### src/rtl/seq_detector_pkg.sv
// seq_detector_pkg: shared constants, types and helpers for the
// parametrised serial-pattern detector (seq_detector_param).
`timescale 1ns/1ps

package seq_detector_pkg;

    // Legacy fixed-detector configuration reproduced at reset.
    localparam logic [15:0] DEFAULT_PATTERN_10010 = 16'b10010;
    localparam int unsigned DEFAULT_LEN_10010     = 5;

    // Effective control state, derived from fill/armed.
    typedef enum logic {
        FILL  = 1'b0,
        ARMED = 1'b1
    } ctrl_state_t;

    // Width needed to hold a pattern length of 0..max_len.
    function automatic int unsigned len_w(input int unsigned max_len);
        return $clog2(max_len + 1);
    endfunction

endpackage

### src/rtl/seq_window_cmp.sv
// seq_window_cmp: combinational compare of the low len bits of the
// sample window against the active pattern; bits at or above len are
// ignored.
`timescale 1ns/1ps

module seq_window_cmp
    import seq_detector_pkg::*;
#(
    parameter int unsigned MAX_LEN = 16,
    parameter int unsigned LEN_W   = len_w(MAX_LEN)
) (
    input  logic [MAX_LEN-1:0] window,
    input  logic [MAX_LEN-1:0] pat,
    input  logic [LEN_W-1:0]   len,
    output logic               hit
);

    // Masked equality: any differing bit below len clears hit.
    always_comb begin
        hit = 1'b1;
        for (int unsigned i = 0; i < MAX_LEN; i++) begin
            if ((LEN_W'(i) < len) && (window[i] != pat[i])) begin
                hit = 1'b0;
            end
        end
    end

endmodule

### src/rtl/seq_detector_param.sv
// seq_detector_param: Mealy serial-pattern detector with a runtime
// loadable pattern (2..MAX_LEN bits) and overlapping/non-overlapping
// matching. Reset configuration matches the legacy "10010" detector.
// Optional saturating match counter: define SEQ_DETECTOR_MATCH_CNT_EN.
`timescale 1ns/1ps

module seq_detector_param
    import seq_detector_pkg::*;
#(
    parameter int unsigned          MAX_LEN         = 16,
    parameter logic [MAX_LEN-1:0]   DEFAULT_PATTERN = MAX_LEN'(DEFAULT_PATTERN_10010),
    parameter int unsigned          DEFAULT_LEN     = DEFAULT_LEN_10010,
    parameter int unsigned          CNT_W           = 8,
    localparam int unsigned         LEN_W           = len_w(MAX_LEN)
) (
    input  logic               clk,
    input  logic               rst,
    input  logic               j_valid,
    input  logic               j,
    input  logic               cfg_load,
    input  logic [MAX_LEN-1:0] cfg_pattern,
    input  logic [LEN_W-1:0]   cfg_len,
    input  logic               cfg_overlap,
    output logic               w,
    output logic               armed
`ifdef SEQ_DETECTOR_MATCH_CNT_EN
    ,
    input  logic               cnt_clr,
    output logic [CNT_W-1:0]   match_cnt
`endif
);

    localparam logic [LEN_W-1:0] FILL_MAX = LEN_W'(MAX_LEN - 1);
    localparam logic [LEN_W-1:0] LEN_MIN  = LEN_W'(2);
    localparam logic [LEN_W-1:0] LEN_MAX  = LEN_W'(MAX_LEN);

    if (MAX_LEN < 2 || CNT_W < 1) begin : g_bad_cfg
        $error("seq_detector_param: MAX_LEN must be >= 2 and CNT_W >= 1");
    end

    logic [MAX_LEN-2:0] hist;
    logic [LEN_W-1:0]   fill;
    logic [LEN_W-1:0]   fill_next;
    logic [LEN_W-1:0]   len;
    logic [LEN_W-1:0]   len_clamped;
    logic [MAX_LEN-1:0] pat;
    logic [MAX_LEN-1:0] window;
    logic               ovl;
    logic               hit;
    logic               armed_next;
    ctrl_state_t        state;

    assign window = {hist, j};

    seq_window_cmp #(
        .MAX_LEN (MAX_LEN),
        .LEN_W   (LEN_W)
    ) u_cmp (
        .window (window),
        .pat    (pat),
        .len    (len),
        .hit    (hit)
    );

    // Mealy match flag: a load in the same cycle discards the bit.
    always_comb begin
        w = j_valid & armed & ~cfg_load & hit;
    end

    // Fill count advance and the armed flag it implies for the next cycle.
    always_comb begin
        fill_next = (fill == FILL_MAX) ? fill : fill + 1'b1;
        if (w && !ovl) begin
            fill_next = '0;
        end
        armed_next = (fill_next >= len - 1'b1);
    end

    // Clamp the requested length into 2..MAX_LEN.
    always_comb begin
        if (cfg_len < LEN_MIN) begin
            len_clamped = LEN_MIN;
        end else if (cfg_len > LEN_MAX) begin
            len_clamped = LEN_MAX;
        end else begin
            len_clamped = cfg_len;
        end
    end

    // Configuration, history and fill state; load outranks data.
    always_ff @(posedge clk or posedge rst) begin
        if (rst) begin
            hist  <= '0;
            fill  <= '0;
            pat   <= DEFAULT_PATTERN;
            len   <= LEN_W'(DEFAULT_LEN);
            ovl   <= 1'b1;
            armed <= 1'b0;
        end else if (cfg_load) begin
            hist  <= '0;
            fill  <= '0;
            pat   <= cfg_pattern;
            len   <= len_clamped;
            ovl   <= cfg_overlap;
            armed <= 1'b0;
        end else if (j_valid) begin
            hist  <= window[MAX_LEN-2:0];
            fill  <= fill_next;
            armed <= armed_next;
        end
    end

`ifdef SEQ_DETECTOR_MATCH_CNT_EN
    // Saturating match counter; clear wins over a coincident match.
    always_ff @(posedge clk or posedge rst) begin
        if (rst) begin
            match_cnt <= '0;
        end else if (cnt_clr) begin
            match_cnt <= '0;
        end else if (w && (match_cnt != '1)) begin
            match_cnt <= match_cnt + 1'b1;
        end
    end
`endif

    // Control-state view used by the checks below.
    always_comb begin
        state = armed ? ARMED : FILL;
    end

    a_load_disarms: assert property (@(posedge clk) disable iff (rst)
        cfg_load |=> state == FILL);

    a_nonovl_refill: assert property (@(posedge clk) disable iff (rst)
        (w && !ovl) |=> state == FILL);

    a_armed_tracks_fill: assert property (@(posedge clk) disable iff (rst)
        armed == ((32'(fill) + 1) >= 32'(len)));

    c_fill_to_armed: cover property (@(posedge clk) disable iff (rst)
        state == FILL ##1 state == ARMED);

endmodule

### config.mk
export PLATFORM = sky130hd
export DESIGN_NAME = seq_detector_param
export DESIGN_NICKNAME = d
export VERILOG_FILES = /design/src/rtl/seq_detector_pkg.sv /design/src/rtl/seq_window_cmp.sv /design/src/rtl/seq_detector_param.sv
export SDC_FILE = /design/constraint.sdc
export NUM_CORES = 1
export LEC_CHECK = 0
export ABC_AREA = 1
export ABC_CLOCK_PERIOD_IN_PS = 4600
export CAP_MARGIN = 20
export CORE_MARGIN = 2
export CORE_UTILIZATION = 50
export DETAILED_ROUTE_END_ITERATION = 16
export GPL_TIMING_DRIVEN = 0
export PLACE_DENSITY_LB_ADDON = 0.05
export SLEW_MARGIN = 0
export SYNTH_ARGS = -nofsm -noshare
export SYNTH_HDL_FRONTEND = slang
export SYNTH_HIERARCHICAL = 1
export SYNTH_SLANG_ARGS = --single-unit
### constraint.sdc
create_clock -name clk -period 4.6 [get_ports clk]
set_clock_uncertainty 0.05 [all_clocks]
set_input_delay 0.92 -clock clk [delete_from_list [all_inputs] [get_ports clk]]
set_output_delay 0.92 -clock clk [all_outputs]
set_load 0.02 [all_outputs]
==> results.md <==
* Syn Inst Count at approximately 310
* Initial antenna violation count at 0
* H-tree depth at 2
* Top-area cell type share of the netlist area at between 30% and 40%
* Post-CTS Resized at 0
* Post-synth top flop: dfrtp_1
* Via density per instance at about 4.9
* Post-Syn Nets at 345
* Post-Synth Simple-Gate Area at around 29%
* Synth unique cells at 30
* Status: finished, final reports clean
* Compound-gate portion of the synthesized area at 9.834%
* GR Util All Layers at 20.19%
* Die area at 5568 µm²
* CP Data Required Time at ~3.6 ns
* Routability cong. at 0.8857
* Synthesis-stage register bit count at between 40 and 50
* Vias in the first global route at 1923
* Hold Buf Count CTS at 0
* Residual DRC count at 0
* Worst EP arrival at 2.71 ns
* Critical Path Fanout Max at 2
* Share of synthesized registers carrying an async set or reset at between 90% and 100%
* EDFF count, synth at 0
* Clock Sinks at 43
* RR Endpoint: armed$_DFFE_PP0P_
* Largest net degree at the start of global routing at 39
* Fin crit share at 80.04%
* Grt ovf at 0
* Synth area leaders: dfrtp_1 (38%), nand2_1 (17%), inv_1 (5.7%), dfstp_2 (5.3%), o22ai_2 (5.0%)
* ANT cells at 0
* Final hold slack at 0.4269 ns
* Starting Density at 52.45%
* Mapped Avg Cell Area at approximately 8 µm²
* Clock slew at reported path FFs at about 0.08 ns
* ANT nets after route at 0
* Post-Synth Adder-Cell Area at 3.512%
* Post-synthesis mux area share at 0%
* Final wirelength at 4928 µm
* Most frequent cell after synthesis: nand2_1
* Synth Cell Area at ~2500 µm²
* Final setup fails at 0
* Xor and xnor area share after synthesis at 5.268%
* Clk root buf: clkbuf_8
* RSZ-0062 raised after global routing: false
* Warnings, synthesis at 6
* Vias after detailed routing at 2014
* MaxCap Viol Count at 0
* Setup crit end: w
* Power per standard cell area at 273.3 nW/µm²
* DR pass1 iterations at 4
* Area leader, netlist: dfrtp_1
* Worst IR drop on VDD at 0.1897 mV
* Setup crit start: j
* Layout cells sized above 1 at 15.27%
* Post-CTS Setup Repair Bufs at 0
* Final net count at 380
* Worst-margin pin slew at about 0.31 ns
* Reg-to-Reg Start: len[2]$_DFFE_PP1P_
* TritonCTS clock tree: done
* I/O Pins at 29
* Clk Latency, worst-skew pair at 0.29 ns
* Worst-case clock buffer depth at 2
* Routed len/inst at 11.90 µm
* Worst hold path class: flop to flop
* Startpoint Class: primary input
* Post-DP HPWL at around 3800 µm
* Area growth from synthesis to layout at 18.26%
* FF-to-FF path depth at 19
* 1st-iter DRT viols at 78
* Final Hold Viols at 0
* Seq/Total Area, Yosys at 43.40%
* Fmax at 271.6 MHz
* Rel. slew slack at 79.42%
* Synth cell count leaders: nand2_1 (110), dfrtp_1 (38), inv_1 (38)
* Lkg Pwr at 0.001465 µW
* Die W at 74.62 µm
* Global-route wire length before repair at 8466 µm
* DIE HEIGHT at 74.62 µm
* Max-slew violations at 0
* IO Port Bufs at 27
* R2r setup slk at about 2.0 ns
* CP Capture Type: output port
* Largest family of logic cells by synthesized area: simple AND/OR/NAND/NOR gates
* Placeable Area at 4755 µm²
* Setup TNS at 0 ns
* Minimum clock period at 3.682 ns
* Setup Crit Path Kind: primary input to output port
* Num CTS Buffers at 5
* Row Count at 25
kinds of logic after synthesis:
logic type	Yosys count
fa+ha+maj	7
buf+inv	51
flops	43
xor+xnor	15
simple gates	163
compound gates	32
worst min path at each step:
stage               cells after the start  slack [ns]                 end          startpoint
CTS                                     2        0.43  pat[1]$_DFFE_PP1P_  pat[1]$_DFFE_PP1P_
detailed placement                      2        0.42  pat[1]$_DFFE_PP1P_  pat[1]$_DFFE_PP1P_
global placement                        2        0.41  pat[4]$_DFFE_PP1P_  pat[4]$_DFFE_PP1P_
global route                            2        0.46  pat[1]$_DFFE_PP1P_  pat[1]$_DFFE_PP1P_
floorplan                               2        0.40  pat[1]$_DFFE_PP1P_  pat[1]$_DFFE_PP1P_
finish                                  2        0.43  pat[1]$_DFFE_PP1P_  pat[1]$_DFFE_PP1P_
metrics by stage:
stage / instances / instance area [µm²] / util, % / power (µW) / setup slack [ns]
floorplan: 311 / 2494 / - / 530.6 / 1.882
global placement: 405 / 2848 / 59.89 / 580.4 / 0.8812
detailed placement: 406 / 2868 / 60.32 / 585.3 / 0.8915
CTS: 414 / 2949 / 62.03 / 816.3 / 0.8883
global route: 414 / 2949 / 62.03 / 854.7 / 0.8016
finish: 414 / 2949 / 62.03 / 806.0 / 0.9181
layout make-up:
type	instances	area (µm²)
fill	452	1805
multi-input combinational	217	1189
sequential	43	1082
timing repair buffer	28	290.3
inverter	45	173.9
tap	67	83.83
clock buffer	7	76.32
buffer	6	48.80
clock inverter	1	5.005
routing by layer:
metal | vias up | global-route usage, % | routed length [µm]
met2 | 43 | 33.33 | 2288
li1 | 1042 | - | -
met5 | - | 0 | 0
met4 | 0 | 7.143 | 84
met1 | 923 | 26.64 | 2367
met3 | 6 | 4.016 | 188
registers in the layout, summed over array words and instances, names as in the netlist:
register	flops
armed	1
fill	5
hist	15
len	5
ovl	1
pat	16
where the power goes:
group | switching [µW] | internal (µW) | leakage, µW
Combinational | 85.0 | 69.4 | 0.000872
Clock | 123 | 107 | 0.0000422
Sequential | 21.7 | 401 | 0.000551
Total | 229 | 577 | 0.00146
placed cells by master, fill, tap and decap left out, drive strengths merged:
master | Yosys | layout
buf | 6 | 7
nand4 | 3 | 3
xor2 | 12 | 12
xnor2 | 3 | 3
clkdlybuf4s50 | 0 | 27
o22ai | 14 | 14
a21oi | 4 | 4
ha | 7 | 7
nor2 | 27 | 27
and3 | 1 | 1
clkbuf | 0 | 7
clkinv | 0 | 1
nand3 | 17 | 17
nand2 | 112 | 112
a31oi | 1 | 1
nand3b | 1 | 1
o21ai | 13 | 13
nor3 | 1 | 1
dfstp | 5 | 5
dfrtp | 38 | 38
or2 | 1 | 1
inv | 45 | 45
critical path: stages:
cell and delay, ns:
clkdlybuf4s50_1 0.44, xor2_1 0.16, o21ai_2 0.06, inv_1 0.05, nor2_1 0.10, nand3_1 0.07
nor2_1 0.10, nand2_1 0.08, nor2_1 0.11, clkdlybuf4s50_1 0.61
Power figures use the tool's default switching activity.
